File: src/rtl/useq_stack_sequencer.sv
// Microcode address sequencer with a call/return stack, stall input and u_flags register.
// Optional build macro USEQ_STACK_ERR_TRAP_EN: stack overflow/underflow jumps to ERR_ADDR instead of recovering.
module useq_stack_sequencer #(
    parameter int UADDR_W        = 14,
    parameter int OFFSET_W       = 7,
    parameter int IR_W           = 8,
    parameter int DISPATCH_SHIFT = 0,
    parameter int STACK_DEPTH    = 4,
    parameter logic [UADDR_W-1:0] FETCH_ADDR = 'h010,
    parameter logic [UADDR_W-1:0] TRAP_ADDR  = 'h020,
    parameter logic [UADDR_W-1:0] ERR_ADDR   = 'h030,
    localparam int LVL_W = $clog2(STACK_DEPTH) + 1
) (
    input  logic                clk,
    input  logic                arst,
    input  logic                hold,
    input  logic [2:0]          ctrl_typ,
    input  logic [OFFSET_W-1:0] ctrl_offset,
    input  logic [3:0]          cond_sel,
    input  logic                cond_invert,
    input  logic                cond_flag_src,
    input  logic [1:0]          u_zf_src,
    input  logic [1:0]          u_cf_src,
    input  logic                u_sf_src,
    input  logic                u_of_src,
    input  logic [IR_W-1:0]     ir,
    input  logic [3:0]          alu_flags,
    input  logic [7:0]          alu_out,
    input  logic [7:0]          z_bus,
    input  logic                alu_of,
    input  logic                alu_final_cf,
    input  logic [7:0]          cpu_status,
    input  logic                dma_req,
    input  logic                int_pending,
    input  logic                wait_n,
    input  logic                ext_input,
    output logic [UADDR_W-1:0]  u_address,
    output logic [3:0]          u_flags,
    output logic [LVL_W-1:0]    stack_level,
    output logic                stack_err
);

    localparam logic [UADDR_W-1:0] ADDR_ONE = 1;
    localparam logic [LVL_W-1:0]   LVL_ONE  = 1;
    localparam logic [LVL_W-1:0]   LVL_FULL = LVL_W'(STACK_DEPTH);

    logic [UADDR_W-1:0] u_address_q, u_address_d;
    logic [3:0]         u_flags_q, u_flags_d;
    logic [LVL_W-1:0]   level_q, level_d;
    logic               err_q, err_d;
    logic [UADDR_W-1:0] stack_q [STACK_DEPTH];
    logic [UADDR_W-1:0] stack_d [STACK_DEPTH];

    logic [3:0]         flags_sel;
    logic               cond_mux, cond;
    logic [UADDR_W-1:0] off, addr_inc, addr_tgt, addr_disp;
    logic               stk_full, stk_empty;
    logic               unused_bits;

    assign unused_bits = ^{cpu_status[7:3], alu_out[6:1], z_bus[6:0]};

    assign off       = {{(UADDR_W-OFFSET_W){ctrl_offset[OFFSET_W-1]}}, ctrl_offset};
    assign addr_inc  = u_address_q + ADDR_ONE;
    assign addr_tgt  = u_address_q + off;
    assign addr_disp = UADDR_W'(ir) << DISPATCH_SHIFT;
    assign stk_full  = (level_q == LVL_FULL);
    assign stk_empty = (level_q == '0);

    // flags_sel bit order is {OF, SF, CF, ZF}
    always_comb begin
        flags_sel = cond_flag_src ? u_flags_q : alu_flags;
        cond_mux  = 1'b0;
        case (cond_sel)
            4'h0: cond_mux = flags_sel[0];
            4'h1: cond_mux = flags_sel[1];
            4'h2: cond_mux = flags_sel[2];
            4'h3: cond_mux = flags_sel[3];
            4'h4: cond_mux = flags_sel[2] ^ flags_sel[3];
            4'h5: cond_mux = (flags_sel[2] ^ flags_sel[3]) | flags_sel[0];
            4'h6: cond_mux = flags_sel[1] | flags_sel[0];
            4'h7: cond_mux = dma_req;
            4'h8: cond_mux = cpu_status[0];
            4'h9: cond_mux = wait_n;
            4'hA: cond_mux = int_pending;
            4'hB: cond_mux = ext_input;
            4'hC: cond_mux = cpu_status[1];
            4'hD: cond_mux = cpu_status[2];
            default: cond_mux = 1'b0;
        endcase
        cond = cond_mux ^ cond_invert;
    end

    always_comb begin
        u_flags_d = u_flags_q;
        case (u_zf_src)
            2'b01:   u_flags_d[0] = alu_flags[0];
            2'b10:   u_flags_d[0] = alu_flags[0] & u_flags_q[0];
            default: u_flags_d[0] = u_flags_q[0];
        endcase
        case (u_cf_src)
            2'b01:   u_flags_d[1] = alu_final_cf;
            2'b10:   u_flags_d[1] = alu_out[0];
            2'b11:   u_flags_d[1] = alu_out[7];
            default: u_flags_d[1] = u_flags_q[1];
        endcase
        if (u_sf_src) u_flags_d[2] = z_bus[7];
        if (u_of_src) u_flags_d[3] = alu_of;
    end

    // Stack is a shift register with the top at index 0, so an overflowing push drops the oldest entry.
    always_comb begin
        u_address_d = addr_tgt;
        level_d     = level_q;
        err_d       = err_q;
        for (int i = 0; i < STACK_DEPTH; i++) stack_d[i] = stack_q[i];
        case (ctrl_typ)
            3'b001: u_address_d = cond ? addr_tgt : addr_inc;
            3'b010: u_address_d = (dma_req | int_pending) ? TRAP_ADDR : FETCH_ADDR;
            3'b011: u_address_d = addr_disp;
            3'b100: begin
                if (stk_full) err_d = 1'b1;
`ifdef USEQ_STACK_ERR_TRAP_EN
                if (stk_full) begin
                    u_address_d = ERR_ADDR;
                end else
`endif
                begin
                    for (int i = 1; i < STACK_DEPTH; i++) stack_d[i] = stack_q[i-1];
                    stack_d[0]  = addr_inc;
                    u_address_d = addr_tgt;
                    if (!stk_full) level_d = level_q + LVL_ONE;
                end
            end
            3'b101: begin
                if (stk_empty) begin
                    err_d = 1'b1;
`ifdef USEQ_STACK_ERR_TRAP_EN
                    u_address_d = ERR_ADDR;
`else
                    u_address_d = FETCH_ADDR;
`endif
                end else begin
                    u_address_d = stack_q[0];
                    for (int i = 0; i < STACK_DEPTH-1; i++) stack_d[i] = stack_q[i+1];
                    stack_d[STACK_DEPTH-1] = '0;
                    level_d = level_q - LVL_ONE;
                end
            end
            default: u_address_d = addr_tgt;
        endcase
    end

    always_ff @(posedge clk or posedge arst) begin
        if (arst) begin
            u_address_q <= '0;
            u_flags_q   <= '0;
            level_q     <= '0;
            err_q       <= 1'b0;
            for (int i = 0; i < STACK_DEPTH; i++) stack_q[i] <= '0;
        end else if (!hold) begin
            u_address_q <= u_address_d;
            u_flags_q   <= u_flags_d;
            level_q     <= level_d;
            err_q       <= err_d;
            for (int i = 0; i < STACK_DEPTH; i++) stack_q[i] <= stack_d[i];
        end
    end

    assign u_address   = u_address_q;
    assign u_flags     = u_flags_q;
    assign stack_level = level_q;
    assign stack_err   = err_q;

endmodule
File: config.mk
export PLATFORM = sky130hd
export DESIGN_NAME = useq_stack_sequencer
export DESIGN_NICKNAME = d
export VERILOG_FILES = /design/src/rtl/useq_stack_sequencer.sv
export SDC_FILE = /design/constraint.sdc
export NUM_CORES = 1
export LEC_CHECK = 0
export ABC_CLOCK_PERIOD_IN_PS = 3360
export BUFFER_PORTS_ARGS = -buffer_cell sky130_fd_sc_hd__buf_2
export CORE_ASPECT_RATIO = 0.75
export CORE_MARGIN = 2
export CORE_UTILIZATION = 30
export DETAILED_ROUTE_END_ITERATION = 7
export PLACE_DENSITY_LB_ADDON = 0.2
export SLEW_MARGIN = 15
export SYNTH_ARGS = -nofsm -noshare
export SYNTH_HDL_FRONTEND = slang
export SYNTH_SLANG_ARGS = --single-unit
File: constraint.sdc
create_clock -name clk -period 3.36 [get_ports clk]
set_input_delay 1.008 -clock clk [delete_from_list [all_inputs] [get_ports clk]]
set_output_delay 1.008 -clock clk [all_outputs]
set_load 0.05 [all_outputs]
Yosys cells after proc, flatten, opt, wreduce, memory -nomap -nowiden --
Index checks and enable logic that the tools add are counted.
Storage, ports and cells: register bits 78, output and inout bits 22, input bits 67, logic and storage cells 78
Cells by class: multiplexer cells 16, add/sub/neg operators 4, reductions and logical operators 12, eq/ne operators 28, bitwise gates (word level) 7
Operator list (count):
- $pmux 56 s2 | 1
- $mux 56 | 1
- $pmux 14 s4 | 1
- $mux 14 | 2
- $eq 4x4->1 const B | 6
- $eq 4x3->1 const B | 4
- $add 14x1->14 const B | 1
- $add 14x14->14 | 1
- $pmux 1 s14 | 1
- $eq 3x3->1 const B | 3
- $eq 4x2->1 const B | 2
- $ne 2x2->1 const B | 4
- $reduce_and 2->1 | 4
- $reduce_and 4->1 | 2
- $eq 2x2->1 const B | 3
- $eq 3x2->1 const B | 2
- $mux 3 | 2
- $mux 6 | 1
- $pmux 3 s2 | 1
- $eq 2x1->1 const B | 2
- $eq 4x1->1 const B | 1
- $logic_not 4->1 | 1
- $mux 4 | 1
- $pmux 1 s2 | 2
- 13 further kinds | 18

Logic depth before layout (Yosys ltp) --
Gate-level depths: netlist of the first run.
word-level depth 7, gate-level depth with buffers 10, mapped depth without buffers 10

Worst setup path before layout of the first run --
Ideal clock, no wire load.
path kind input port to flip-flop, start point in ctrl_offset[2], end point reg u_address_q[13], in the netlist u_address[13], stages on the path 8, path buffers 0, arrival time 2962 ps, required time 3249 ps, library setup time 111 ps, slack 287 ps, cell sequence ha_1 -> and3_1 -> a221oi_2 -> o21ai_1 -> o41ai_4 -> mux2i_1 -> nor4b_4 -> a2111oi_2
Between the ends: word-level cells in the longest chain between the ends 3
Ends and longest elaborated chain:
- start: declaration | RTL line 18 | input logic [OFFSET_W-1:0] ctrl_offset,
- $add 14x14->14 (*) | RTL line 64 | assign addr_tgt = u_address_q + off;
- $mux 14 | RTL line 117 | 3'b001: u_address_d = cond ? addr_tgt : addr_inc;
- $pmux 14 s4 (*) | RTL line 116 | case (ctrl_typ)
- end signal: assignment | RTL line 161 | u_address_q <= u_address_d;
- end: declaration | RTL line 47 | logic [UADDR_W-1:0] u_address_q, u_address_d;
Mark *: on every way between the ends. The rest lies on a longest branch, timed or not. A chain may end at the register's enable or synchronous reset.

Worst setup path in the final report of the first run --
start point in ctrl_offset[4], end point reg u_address_q[13], in the netlist u_address[13]
Same word-level chain as after synthesis.

==> results of run 1 <==
cells in the mapped netlist (3+ instances only):
library cell,instances,area share (%)
a211oi_1,3,0.44
a21boi_0,4,0.59
a21o_1,7,1.0
a21oi_1,21,2.1
a221oi_1,8,1.4
a22oi_1,4,0.59
a31o_2,4,0.69
and2_1,4,0.49
and3_1,7,0.86
buf_1,3,0.22
clkbuf_1,23,1.7
dfrtp_1,78,39
ha_1,15,3.7
inv_1,16,1.2
mux2_2,3,0.67
mux2i_1,32,6.3
nand2_1,100,7.4
nand3_1,10,0.99
nand3b_1,3,0.44
nand4_1,4,0.49
nor2_1,32,2.4
nor2b_1,4,0.49
nor3_1,11,1.1
o211ai_1,5,0.74
o21a_1,4,0.59
o21ai_0,81,8.0
o21ai_1,4,0.40
or3_1,4,0.49
xnor2_1,13,2.2
xor2_1,9,1.6
through the flow:
stage                     setup TNS (ns)  cells
final                                  0    860
after global routing                   0    860
after CTS                              0    860
after detailed placement         -0.0327    845
after global placement                 0    845
after floorplan                        0    571
cells in the final DEF, fill, tap and decap left out, types with 9 or more instances in the layout:
master / n
inv_1: 15
nor2_1: 32
xnor2_1: 13
o21ai_0: 81
ha_1: 15
dfrtp_1: 78
buf_4: 16
xor2_1: 9
nand3_1: 10
a21oi_1: 21
clkbuf_16: 9
nor3_1: 11
nand2_1: 100
mux2i_1: 32
buf_2: 70
cell type report:
class | instances | share of cell area [%]
clock buffers | 10 | 3.97
clock inverters | 5 | 0.603
inverters | 16 | 1.02
multi-input cells | 448 | 49.0
flip-flops and latches | 78 | 32.5
well taps | 215 | 4.47
repair buffers | 88 | 8.49
power by group through the flow:
stage / registers [uW] / clock network, uW / logic (uW)
after global routing: 1710 / 979 / 1930
after CTS: 1650 / 936 / 1740
after floorplan: 1840 / 0 / 1030
after global placement: 1650 / 0 / 1680
after detailed placement: 1670 / 0 / 1730
final: 1650 / 912 / 1720
registers in the layout, summed over array words and instances, names as in the netlist:
signal / cells
u_flags: 4
stack_q: 56
stack_level: 3
u_address: 14
stack_err: 1
cells by family after synthesis:
| kind of cell | count (synthesis) | synth area share, % |
|---|---|---|
| AO/OA/AOI/OAI | 177 | 23.2 |
| XOR/XNOR | 22 | 3.80 |
| flip-flops | 78 | 38.5 |
| AND/OR/NAND/NOR | 193 | 18.0 |
| buffers and inverters | 45 | 3.58 |
| multiplexers | 39 | 8.47 |
| adder cells (fa/ha/maj) | 17 | 4.49 |
path summary, 6_finish.rpt:
kind	from	to	depth (start not counted)
worst min register to register	stack_err	stack_err	1
worst min-delay path	stack_err	stack_err	1
min in group asynchronous	arst	stack_q[39]	2
worst max register to register	u_address[1]	u_address[13]	8
worst max-delay path	ctrl_offset[4]	u_address[13]	9
max in group asynchronous	arst	stack_q[44]	3
worst register-to-register path: stages (launching register included):
cell	delay (ns)
dfrtp_1	0.48
ha_1	0.32
a21o_1	0.20
a221oi_2	0.36
o21ai_1	0.20
o41ai_4	0.28
mux2i_1	0.38
nor4b_4	0.09
a2111oi_2	0.33
routing by layer:
| layer | up-vias | wire length [um] | track usage (%) | part of all wire (%) |
|---|---|---|---|---|
| met2 | 89 | 6090 | 23.6 | 45 |
| met3 | 6 | 590 | 3.27 | 4.4 |
| li1 | 2200 | - | - | - |
| met4 | 0 | 53 | 3.12 | 0.40 |
| met1 | 2149 | 6670 | 21.6 | 50 |
| met5 | - | 0 | 0 | 0 |
==> flow_metrics.tcl, run 1 <==
set metrics [dict create \
    startpoint_type "input pin" \
    maxSlewHeadroom_pct 54.5 \
    syn_nets 655 \
    fin_crit_sh_pct 90.3 \
    ant_nets 0 \
    worstSetupPathType "input pin to flip-flop" \
    hp-class "flip-flop to flip-flop" \
    setup-violations-final 0 \
    critPathMaxFanout 5 \
    grt_pass1_wl_um 21600 \
    grt_pass1_vias 4191 \
    antenna_found_initial 0 \
    combPwrFrac_pct 40.2 \
    syn_area_um2 5070 \
    cp-end-kind "flip-flop" \
    yosys_warnings 0 \
    cp.arrival_ns 3.26 \
    fin_skew_ns 0.00886 \
    vdd_drop_max_uv 424 \
    drive_gt1_share_pct 20.2 \
    p_int_uw 2490 \
    routedWlPerCell_um 15.6 \
    power_density_nw_per_um2 714 \
    synthDistinctLibCells 74 \
    synth.yosys.seq_area_share_pct 38.5 \
    vias 4444 \
    hpwlAfterDp_um 9810 \
    drtIter0Drc 341 \
    drcViolationCount 0 \
    die_h_um 117 \
    grt_usage_pct 15.1 \
    maxSlewViolCount 0 \
    ys_ff_latch 78 \
    wl_um 13400 \
    multi_input_area_um2 2950 \
    clock_sinks 78 \
    ff_latch_area_um2 1950 \
    critPathMaxStageDelay_ns 0.38 \
    start_util_pct 30.4 \
    nNetsFinal 725 \
    max-cap-violations 0 \
    overflow 0 \
    clock_latency_ns 0.34 \
    cts_max_level 3 \
    cp.required_ns 3.59 \
    antenna_cells 0 \
    power_leakage_uw 0.00284 \
    swShare_pct 42.0 \
    rows 41 \
    die_w_um 154 \
    num-fill-cells 1677 \
    fin_area_um2 6010 \
    core-area_um2 16700 \
    cts-resized-gates 0 \
    postCtsSetupBuffers 0 \
    critPathTopFamily "compound AO/OA/AOI/OAI gates" \
    outcome "finished clean" \
    path_clk_slew_ns 0.06 \
    dpl_cell_area_um2 5740 \
    syn_area_per_cell_um2 8.87 \
    crit_slowest_cell "mux2i_1" \
    ys.flop_type "dfrtp_1" \
    power_frac_seq_pct 38.5 \
    setup_ws_ns 0.326 \
    cts_tree "built" \
    grt_max_degree 112 \
    rsz0062_at_grt "false" \
    ff2ff_setup_slack_ns 0.61 \
    synthCells 571 \
    worst_slew_pin_slew_ns 0.682 \
    min_period_ns 3.03 \
    path_cells "buf_2 > ha_1 > and3_1 > a221oi_2 > o21ai_1 > o41ai_4 > mux2i_1 > nor4b_4 > a2111oi_2" \
    hold_viol_final 0 \
    path_buf_inv 1 \
    io_buffers 70 \
    areaGrowthSynthToFinish_pct 18.7 \
    hold_slack_ns 0.474 \
    place_congestion 0.862 \
    viasPerCell 5.17 \
    synth_edf_count 0 \
    numCtsBuffers 9 \
    firstDrtPassIters 5 \
    dp_slack_ns -0.0327 \
    holdBufCountCts 0 \
    clockBufferDepth 2 \
    final_core_util_pct 36.1 \
    root_buffer "clkbuf_16" \
    p_sw_uw 1800 \
    finalPower_uw 4290 \
    num_io_pins 89 \
    dieArea_um2 18000 \
    async_flop_share_pct 100 \
    fmax_mhz 330 \
    clkPwrFrac_pct 21.3 \
]
Power figures use the tool's default switching activity.
==> inputs of run 2 (changes only) <==
- CORE_MARGIN: 2 -> 5
==> flow_metrics.tcl, run 2 (synthesized netlist as in run 1, its figures left out) <==
set metrics [dict create \
    outcome "finished clean" \
    crit_end "u_address[13]" \
    drtIter0Drc 263 \
    vdd_drop_max_uv 461 \
    reg2reg_depth 8 \
    antenna_cells 0 \
    power_density_nw_per_um2 731 \
    critPathTopFamily "compound AO/OA/AOI/OAI gates" \
    firstDrtPassIters 5 \
    clock_sinks 78 \
    min_period_ns 3.03 \
    ff_latch_area_um2 1950 \
    routedWlPerCell_um 15.6 \
    rsz0062_at_grt "false" \
    grt_max_degree 112 \
    ant_nets 0 \
    layout_common_cells "nand2_1, o21ai_0, dfrtp_1" \
    critPathMaxFanout 4 \
    core-area_um2 16700 \
    grt_pass1_wl_um 22100 \
    nNetsFinal 722 \
    ff2ff_setup_slack_ns 0.63 \
    multi_input_area_um2 2950 \
    drcViolationCount 0 \
    reg2reg_to "u_address[13]" \
    fin_crit_sh_pct 90.2 \
    rows 41 \
    postCtsSetupBuffers 0 \
    max-cap-violations 0 \
    cp-end-kind "flip-flop" \
    cts_max_level 3 \
    numCtsBuffers 9 \
    place_congestion 0.893 \
    path_buf_inv 1 \
    startpoint "ctrl_offset[3]" \
    hp-class "flip-flop to flip-flop" \
    path_cells "buf_2 > ha_1 > and3_1 > a221oi_2 > o21ai_1 > o41ai_4 > mux2i_1 > nor4b_4 > a2111oi_2" \
    overflow 0 \
    hold_viol_final 0 \
    grt_usage_pct 13.8 \
    crit_slowest_cell "mux2i_1" \
    maxSlewViolCount 0 \
    cts-resized-gates 0 \
    critPathMaxStageDelay_ns 0.39 \
    clockBufferDepth 2 \
    path_clk_slew_ns 0.06 \
    cp.required_ns 3.59 \
    fmax_mhz 330 \
    hpwlAfterDp_um 9840 \
    num-fill-cells 1713 \
    finalPower_uw 4430 \
    die_w_um 160 \
    setup-violations-final 0 \
    antenna_found_initial 0 \
    layout_commonest_cell "nand2_1" \
    dieArea_um2 19600 \
    num_io_pins 89 \
    die_h_um 123 \
    io_buffers 70 \
    grt_pass1_vias 4414 \
    maxSlewHeadroom_pct 42.2 \
    largest_reg_flops 56 \
    cp.depth 9 \
    clock_latency_ns 0.34 \
    start_util_pct 30.3 \
    vias 4450 \
    cts_tree "built" \
    startpoint_type "input pin" \
    timing.rr.start "u_address[3]" \
    wl_um 13400 \
    cp.arrival_ns 3.26 \
    root_buffer "clkbuf_16" \
    viasPerCell 5.19 \
    holdBufCountCts 0 \
    worst_slew_pin_slew_ns 0.868 \
    drive_gt1_share_pct 19.6 \
    largest_register "stack_q" \
    areaGrowthSynthToFinish_pct 19.4 \
    fin_skew_ns 0.00481 \
    power_leakage_uw 0.00286 \
    finalSetupTns_ns 0 \
    worstSetupPathType "input pin to flip-flop" \
]
run 2: worst min-delay path: cells and delay by family (launching register included):
kind | cells | cell delay, ns
flip-flops | 1 | 0.34
AND/OR/NAND/NOR | 1 | 0.04
AO/OA/AOI/OAI | 1 | 0.06
run 2: power breakdown:
group | total, uW | switching, uW | internal [uW]
registers | 1650 | 354 | 1290
clock network | 1060 | 371 | 687
logic | 1720 | 1040 | 677
run 2: area by class of cell:
class	instances	share of cell area, %
clock buffer	12	4.24
clock inverter	3	1.12
inverter	16	1.01
multi-input combinational	448	48.7
sequential	78	32.3
tap	215	4.44
timing repair buffer	85	8.27
run 2: metrics by stage:
| step | hold slack (ns) | setup WS [ns] | instance area [um2] | instances | utilization, % |
|---|---|---|---|---|---|
| after floorplan | 0.449 | 0.287 | 5070 | 571 | - |
| after global placement | 0.460 | 0.00484 | 5730 | 842 | 34.3 |
| after detailed placement | 0.471 | -0.0327 | 5730 | 842 | 34.3 |
| after CTS | 0.484 | 0.315 | 6050 | 857 | 36.2 |
| after global routing | 0.497 | 0.138 | 6050 | 857 | 36.2 |
| final | 0.480 | 0.330 | 6050 | 857 | 36.2 |
run 2: how the worst min path moves through the flow:
stage          slack (ns)          to  cells past startpoint  startpoint
2_1_floorplan        0.45  stack_q[0]                      2  stack_q[0]
3_3_place_gp         0.46   stack_err                      1   stack_err
3_5_place_dp         0.47  stack_q[6]                      2  stack_q[6]
4_1_cts              0.48  stack_q[6]                      2  stack_q[6]
5_1_grt              0.50  stack_q[7]                      2  stack_q[7]
6_report             0.48  stack_q[6]                      2  stack_q[6]
run 2: layer usage:
| layer | part of all wire, % | track usage (%) | vias to the layer above | wire (um) |
|---|---|---|---|---|
| met1 | 48 | 19.0 | 2115 | 6350 |
| li1 | - | - | 2200 | - |
| met2 | 46 | 22.1 | 118 | 6090 |
| met5 | 0 | 0 | - | 0 |
| met3 | 5.8 | 3.63 | 17 | 773 |
| met4 | 1.1 | 2.85 | 0 | 144 |
